$ cat config.mk
export PLATFORM = sky130hd
export DESIGN_NAME = seq_pattern_detector
export DESIGN_NICKNAME = d
export VERILOG_FILES = /design/src/rtl/seq_det_pkg.sv /design/src/rtl/sat_counter.sv /design/src/rtl/seq_pattern_detector.sv
export SDC_FILE = /design/constraint.sdc
export NUM_CORES = 1
export LEC_CHECK = 0
export CORE_MARGIN = 10
export CORE_UTILIZATION = 55
export DETAILED_ROUTE_END_ITERATION = 7
export DONT_BUFFER_PORTS = 1
export PLACE_DENSITY_LB_ADDON = 0.3
export SETUP_SLACK_MARGIN = 0.5
export SLEW_MARGIN = 20
export SYNTH_ARGS = -nofsm -noshare
export SYNTH_HDL_FRONTEND = slang
export SYNTH_SLANG_ARGS = --single-unit
$ cat constraint.sdc
create_clock -name clk -period 2.5 [get_ports clk]
set_clock_uncertainty 0.2 [all_clocks]
set_input_delay 0.25 -clock clk [delete_from_list [all_inputs] [get_ports clk]]
set_output_delay 0.25 -clock clk [all_outputs]
set_load 0.05 [all_outputs]
$ cat src/rtl/seq_det_pkg.sv
// Shared types and defaults for the serial pattern detector.
// Imported by the detector top and its counter.
package seq_det_pkg;

  typedef enum logic {
    UNARMED,
    ARMED
  } state_t;

  localparam int DEF_MAX_LEN = 16;
  localparam int DEF_CNT_W   = 8;

  function automatic int len_w(input int max_len);
    return $clog2(max_len + 1);
  endfunction

endpackage

$ cat src/rtl/sat_counter.sv
// Saturating up-counter with synchronous clear.
// Clear wins over a simultaneous increment.
module sat_counter #(
  parameter int W = 8
) (
  input  logic         clk,
  input  logic         reset,
  input  logic         inc,
  input  logic         clr,
  output logic [W-1:0] q
);

  always_ff @(posedge clk or posedge reset) begin
    if (reset) begin
      q <= '0;
    end else if (clr) begin
      q <= '0;
    end else if (inc && !(&q)) begin
      q <= q + 1'b1;
    end
  end

endmodule

$ cat src/rtl/seq_pattern_detector.sv
// Runtime-configurable serial bit-pattern detector.
// Mealy match pulse, registered copy and saturating match count.
module seq_pattern_detector
  import seq_det_pkg::*;
#(
  parameter int MAX_LEN = DEF_MAX_LEN,
  parameter int CNT_W   = DEF_CNT_W
) (
  input  logic                      clk,
  input  logic                      reset,
  input  logic                      x_valid,
  input  logic                      x,
  input  logic                      cfg_we,
  input  logic [MAX_LEN-1:0]        cfg_pattern,
  input  logic [len_w(MAX_LEN)-1:0] cfg_len,
  input  logic                      cfg_overlap,
  input  logic                      count_clr,
  output logic                      armed,
  output logic                      cfg_err,
  output logic                      match,
  output logic                      match_q,
  output logic [CNT_W-1:0]          match_count
);

  localparam int LEN_W = len_w(MAX_LEN);
  localparam logic [LEN_W-1:0] LEN_MAX = LEN_W'(MAX_LEN);
  localparam logic [LEN_W-1:0] LEN_MIN = LEN_W'(2);

  state_t             state;
  state_t             state_d;
  logic [MAX_LEN-1:0] pattern;
  logic [LEN_W-1:0]   len;
  logic [LEN_W-1:0]   fill;
  logic               overlap;
  logic [MAX_LEN-2:0] hist;
  logic [MAX_LEN-1:0] win;
  logic [MAX_LEN-1:0] hit;
  logic               hit_all;
  logic               full;
  logic               cfg_ok;
  logic               cfg_bad;
  logic               accept;

  assign win = {hist, x};

  // Bits at or above len always compare equal.
  for (genvar i = 0; i < MAX_LEN; i++) begin : g_cmp
    assign hit[i] = !(LEN_W'(i) < len)
                  | (win[i] == pattern[i]);
  end

  assign hit_all = &hit;
  assign full    = ({1'b0, fill} + 1'b1) >= {1'b0, len};
  assign cfg_ok  = (cfg_len >= LEN_MIN)
                && (cfg_len <= LEN_MAX);
  assign armed   = (state == ARMED);

  always_ff @(posedge clk or posedge reset) begin
    if (reset) state <= UNARMED;
    else       state <= state_d;
  end

  always_comb begin
    state_d = state;
    accept  = 1'b0;
    match   = 1'b0;
    cfg_bad = 1'b0;
    unique case (1'b1)
      cfg_we: begin
        cfg_bad = !cfg_ok;
        if (cfg_ok) state_d = ARMED;
      end
      (!cfg_we && state == ARMED && x_valid): begin
        accept = 1'b1;
        match  = full && hit_all;
      end
      default: ;
    endcase
  end

  always_ff @(posedge clk or posedge reset) begin
    if (reset) begin
      pattern <= '0;
      len     <= '0;
      overlap <= 1'b0;
      hist    <= '0;
      fill    <= '0;
      cfg_err <= 1'b0;
      match_q <= 1'b0;
    end else begin
      cfg_err <= cfg_bad;
      match_q <= match;
      if (cfg_we && cfg_ok) begin
        pattern <= cfg_pattern;
        len     <= cfg_len;
        overlap <= cfg_overlap;
        hist    <= '0;
        fill    <= '0;
      end else if (accept) begin
        hist <= win[MAX_LEN-2:0];
        // Non-overlap: history must refill before the next match.
        if (match && !overlap) fill <= '0;
        else if (fill != LEN_MAX) fill <= fill + 1'b1;
      end
    end
  end

  sat_counter #(
    .W (CNT_W)
  ) u_cnt (
    .clk   (clk),
    .reset (reset),
    .inc   (match),
    .clr   (count_clr),
    .q     (match_count)
  );

endmodule

* Word level (Yosys, flattened, before mapping) *
Index checks and enable logic that the tools add are counted.

storage, ports and cells
  register bits after elaboration = 53
  bits in latches = 0
  memory bits (writable) = 0
  bits in read-only memories = 0
  input port bits = 28
  output and inout port bits = 12
  memories kept = 0

cells by class
  $add $sub $neg = 3
  multipliers = 0
  divide/modulo/power cells = 0
  order comparisons = 19
  eq/ne operators = 17
  shift operators = 0
  mux-type cells = 11
  bitwise gates (word level) = 16
  reductions and logical operators = 34

operator list
  cell                 count
  $lt 4x5->1 const A   8
  $mux 15              2
  $logic_not 1->1      20
  $lt 3x5->1 const A   4
  $mux 5               4
  $eq 1x1->1           16
  $mux 8               2
  $or 1x1->1           16
  $reduce_and 16->1    1
  $lt 1x5->1 const A   2
  $lt 2x5->1 const A   2
  $add 8x1->8 const B  1
  $reduce_and 8->1     1
  $logic_and 1x1->1    7
  $add 5x1->6 const B  1
  $ge 6x5->1           1
  $add 5x1->5 const B  1
  $ge 5x2->1 const B   1
  $le 5x5->1 const B   1
  $ne 5x5->1 const B   1
  $reduce_and 2->1     2
  $reduce_bool 2->1    2
  $mux 1               3
  $reduce_bool 3->1    1

* Depth between registers and ports, before layout *
  word-level depth = 10
  mapped depth = 9
  depth with buffers taken out = 9

* Cells and area by module *
Synthesis repeated with hierarchy kept, for this count alone.

unflattened totals
  cell total of the unflattened synthesis = 278
  area total of the unflattened synthesis = 2822.7 um2

modules (own cells, without submodules)
  module                instances  cells an instance  area an instance (um2)  sequential area each (um2)
  seq_pattern_detector  1          234                2384.8                  1126.1
  sat_counter           1          44                 437.9                   200.2

* Worst setup path after synthesis *
Ideal clock, no wire load.

  kind = register to register
  from = reg state, in the netlist armed
  to = reg u_cnt.q[6]
  library setup time = 0.136 ns
  data arrival time = 2.712 ns
  data required time = 2.164 ns
  slack = -0.548 ns
  stages on the path, launching flop included = 9
  path buffers = 1
  cell sequence = dfrtp_1 and3b_1 buf_4 o21ai_0 nor4_4 nand4b_2 nor2_1 and4b_1 nor3_1

on the way
  word-level cells in the longest chain between the ends = 5

ends and longest elaborated chain
  item                            RTL line                    text
  start: declaration              seq_pattern_detector.sv:29  state_t state;
  start signal: assignment        seq_pattern_detector.sv:60  else state <= state_d;
  $logic_and 1x1->1 (2 in a row)  seq_pattern_detector.sv:73  (!cfg_we && state == ARMED && x_valid): begin
  $mux 1                          seq_pattern_detector.sv:68  unique case (1'b1)
  net match                       seq_pattern_detector.sv:20  output logic match,
  $logic_and 1x1->1               sat_counter.sv:18           end else if (inc && !(&q)) begin
  $reduce_bool 2->1 (no line)     --
  end signal: assignment          sat_counter.sv:19           q <= q + 1'b1;
  end: declaration                sat_counter.sv:10           output logic [W-1:0] q

The timed path passes the listed nets, and every way through them passes these cells.
A chain may end at the register's enable or synchronous reset.

* Worst setup path in the final report *
  from = reg len[3]
  to = out match

on the way
  word-level cells in the longest chain between the ends = 6
  elaborated cells between the ends (all ways) = 52
  classes of those cells = order compare (17); mux (1); bitwise (16); reduce/logical (18)

ends and longest elaborated chain
  item                                RTL line                    text
  start: declaration                  seq_pattern_detector.sv:32  logic [LEN_W-1:0] len;
  start signal: assignment            seq_pattern_detector.sv:95  len <= cfg_len;
  $lt 1x5->1 (tied with other cells)  seq_pattern_detector.sv:48  assign hit[i] = !(LEN_W'(i) < len)
  $logic_not 1->1                     seq_pattern_detector.sv:48
  $or 1x1->1                          seq_pattern_detector.sv:49  | (win[i] == pattern[i]);
  $reduce_and 16->1                   seq_pattern_detector.sv:52  assign hit_all = &hit;
  $logic_and 1x1->1 *                 seq_pattern_detector.sv:75  match = full && hit_all;
  $mux 1 *                            seq_pattern_detector.sv:68
  end: declaration                    seq_pattern_detector.sv:20

Mark *: on every way between the ends. The rest lies on a longest branch, timed or not.

==> out/metrics.yaml <==
num_vias: 2412
rows: 26
powerDensity_nw_per_um2: 607
multiInputGateArea_sq_um: 1510
timing.rr.start: "len[3]"
vias_per_cell: 5.52
slowest_stage_delay_on_critical_path_ns: 0.48
htree_levels: 2
cts_sinks: 53
cp.buffers_inverters: 1
post_drt_wl_per_cell_um: 16.0
synth-warning-count: 0
dr.first_iter.drc_count: 141
wl_met3_um: 453
ys_async_rst_share_pct: 100
post_synthesis_cell_area_sq_um: 2840
antenna_cells_inserted: 0
yosys.area.top_type_share_pct: 46.6
cp_cell_sequence: "nor4_4 -> a21oi_1 -> nor4_4 -> nand4b_4 -> buf_4 -> nor2_4"
floorplan.initialDensity_pct: 56.0
gp_congestion: 0.873
run_status: "finished with violations"
max_freq_mhz: 379
route.layer.met1.wl_mm: 2.99
area_growth_syn_to_layout_pct: 26.5
netlist_top_cells_count: "93 x sky130_fd_sc_hd__nand2_1, 53 x sky130_fd_sc_hd__dfrtp_1, 25 x sky130_fd_sc_hd__a21oi_1, 16 x sky130_fd_sc_hd__xnor2_1, 14 x sky130_fd_sc_hd__o21ai_0"
ir_worst_vdd_v: 0.000347
synth_cells: 319
amount_of_wire_on_met2_after_detailed_routing_mm: 3.48
cts_root_buf: "sky130_fd_sc_hd__clkbuf_8"
max_slew_headroom_pct: 55.2
total_routed_length_mm: 6.99
timing.setup.tns_ns: -0.905
post-route-min-period_ns: 2.64
crit_path_max_fanout: 5
die_width_um: 91.9
wire_length_of_the_first_global_routing_pass_mm: 11.5
synth.distinct_cells: 43
grt_use_total_pct: 16.4
mapped_nets: 355
register_area_sq_um: 1340
die_area_sq_um: 8450
synth_area_per_cell_sq_um: 8.92
drt-pass1-iter-count: 4
top_layer: "met4"
cpMostUsedCell: "sky130_fd_sc_hd__nor4_4"
cpLargestDelayFamily: "simple AND/OR/NAND/NOR gates"
final_max_slew_viol_count: 0
top_level_ports: 40
max_slew.worst_pin.slew_ns: 0.670
crit_start: "len[3]"
via_count_of_the_first_global_routing_pass: 2430
antenna_violating_nets_post_route: 0
post-route-period-util_pct: 105
worstPathArrival_ns: 2.19
drc_errors: 0
worstSetupPathType: "register to primary output"
clock_insertion_delay_worst_skew_ns: 0.31
timing.critical_path.from_type: "register"
worst_hold_startpoint: "cfg_len[4]"
timing.final.ws_setup_ns: -0.136
final_net_count: 402
setup_viol_count_final: 11
total_overflow_reported_by_the_global_router: 0
failed_checks: "negative setup slack"
tritoncts: "yes"
critical_path_required_ns: 2.05
ys_top_cells_by_area: "sky130_fd_sc_hd__dfrtp_1 47%, sky130_fd_sc_hd__nand2_1 12%, sky130_fd_sc_hd__xnor2_1 4.9%"
fillers: 393
clkTransAtPathRegs_ns: 0.09
grt_setup_unrepaired: "true"
detailed_place_hpwl_mm: 4.50
cp_slowest_cell: "sky130_fd_sc_hd__dfrtp_2"
antenna_found_initial: 0
port_buffers: 0
ctsLongestPathBuffers: 2
drive_gt1_share_pct: 19.3
hold_fails_final_rpt: 0
setup.worst_path.end_class: "primary output"
cts_buffers: 5
maxCapViolCount: 0
fp.dieH_um: 91.9
worstHoldPathType: "input port to register"
fp.coreArea_sq_um: 5070
synth_top_cell_by_area: "sky130_fd_sc_hd__dfrtp_1"
yosys.cell_count.top_type: "sky130_fd_sc_hd__nand2_1"
ys.flop_type: "sky130_fd_sc_hd__dfrtp_1"
postSynthRegisterBits: 53
final.hold.worst_slack_ns: 0.0145
synth_seq_area_share_pct: 46.6
pin_count_of_the_biggest_net_entering_global_routing: 54
p_leak_nw: 1.60
edff_count_synth: 0
-- registers in the layout (all words and copies together) (netlist names) --
name / cells
pattern: 16
hist: 15
u_cnt.q: 8
fill: 5
len: 5
armed: 1
cfg_err: 1
match_q: 1
overlap: 1
-- kinds of logic (layout without fill, tap and decap cells) --
| family | Yosys count | in the layout | synth area share, % |
|---|---|---|---|
| flip-flops | 53 | 53 | 46.6 |
| AO/OA/AOI/OAI | 55 | 55 | 11.7 |
| AND/OR/NAND/NOR | 153 | 153 | 25.6 |
| multiplexers | 5 | 5 | 1.89 |
| XOR/XNOR | 20 | 20 | 6.16 |
| adder cells (fa/ha/maj) | 8 | 8 | 3.52 |
| buffers and inverters | 25 | 73 | 4.58 |
-- metrics by stage --
stage / setup WS (ns) / instances / power (W) / utilization, % / instance area [sq um]
global placement: -0.0415 / 399 / 0.00144 / 60.9 / 3090
global route: -0.223 / 437 / 0.00229 / 70.9 / 3600
CTS: -0.151 / 434 / 0.00212 / 69.5 / 3530
finish: -0.136 / 437 / 0.00218 / 70.9 / 3600
detailed placement: -0.0995 / 399 / 0.00146 / 60.9 / 3090
floorplan: -0.125 / 319 / 0.00135 / - / 2890
-- cell type report --
cell class	instances	area share [%]
Clock buffer	7	2.40
Clock inverter	1	0.834
Inverter	9	0.939
Multi-Input combinational cell	241	42.0
Sequential cell	53	37.1
Tap cell	70	2.43
Timing Repair Buffer	56	14.3
-- placed cells by master, fill, tap and decap left out, types with 6 or more instances in the layout --
| cell | instances |
|---|---|
| sky130_fd_sc_hd__dfrtp_2 | 7 |
| sky130_fd_sc_hd__nand3_1 | 7 |
| sky130_fd_sc_hd__ha_1 | 6 |
| sky130_fd_sc_hd__a21oi_1 | 23 |
| sky130_fd_sc_hd__nor2_1 | 11 |
| sky130_fd_sc_hd__xnor2_1 | 15 |
| sky130_fd_sc_hd__dlygate4sd3_1 | 26 |
| sky130_fd_sc_hd__nor3_1 | 7 |
| sky130_fd_sc_hd__clkbuf_8 | 6 |
| sky130_fd_sc_hd__buf_4 | 25 |
| sky130_fd_sc_hd__o21ai_0 | 10 |
| sky130_fd_sc_hd__dfrtp_1 | 46 |
| sky130_fd_sc_hd__inv_1 | 7 |
| sky130_fd_sc_hd__nand2_1 | 93 |
-- timing repair --
item,4_1_cts,5_1_grt
resized for setup,14,12
endpoints found under the hold margin,84,0
setup buffers,1,3
pin swaps,8,7
setup endpoints to repair,15,15
hold buffers,26,0
-- power breakdown --
part	total [W]	leakage, nW	internal (W)	switching (W)
sequential	0.00103	0.686	0.000929	0.0000961
combinational	0.000550	0.857	0.000265	0.000285
clock	0.000608	0.0585	0.000327	0.000281
-- path summary, 6_finish.rpt --
| path | cells after the start | endpoint | slack [ns] |
|---|---|---|---|
| setup / recovery | 6 | match | -0.14 |
| hold / removal | 2 | cfg_err | 0.01 |
| setup reg to reg | 9 | u_cnt.q[2] | -0.13 |
| hold reg to reg | 2 | pattern[10] | 0.31 |
| max in group asynchronous | 3 | len[1] | 1.61 |
| min in group asynchronous | 3 | u_cnt.q[2] | 0.23 |
-- routing by layer --
metal,global-route usage [%],up-vias
met2,27.4,66
met5,0,-
li1,-,1167
met3,4.32,6
met1,20.3,1173
met4,4.63,0
Note: power is estimated with default switching activity, not from simulation.
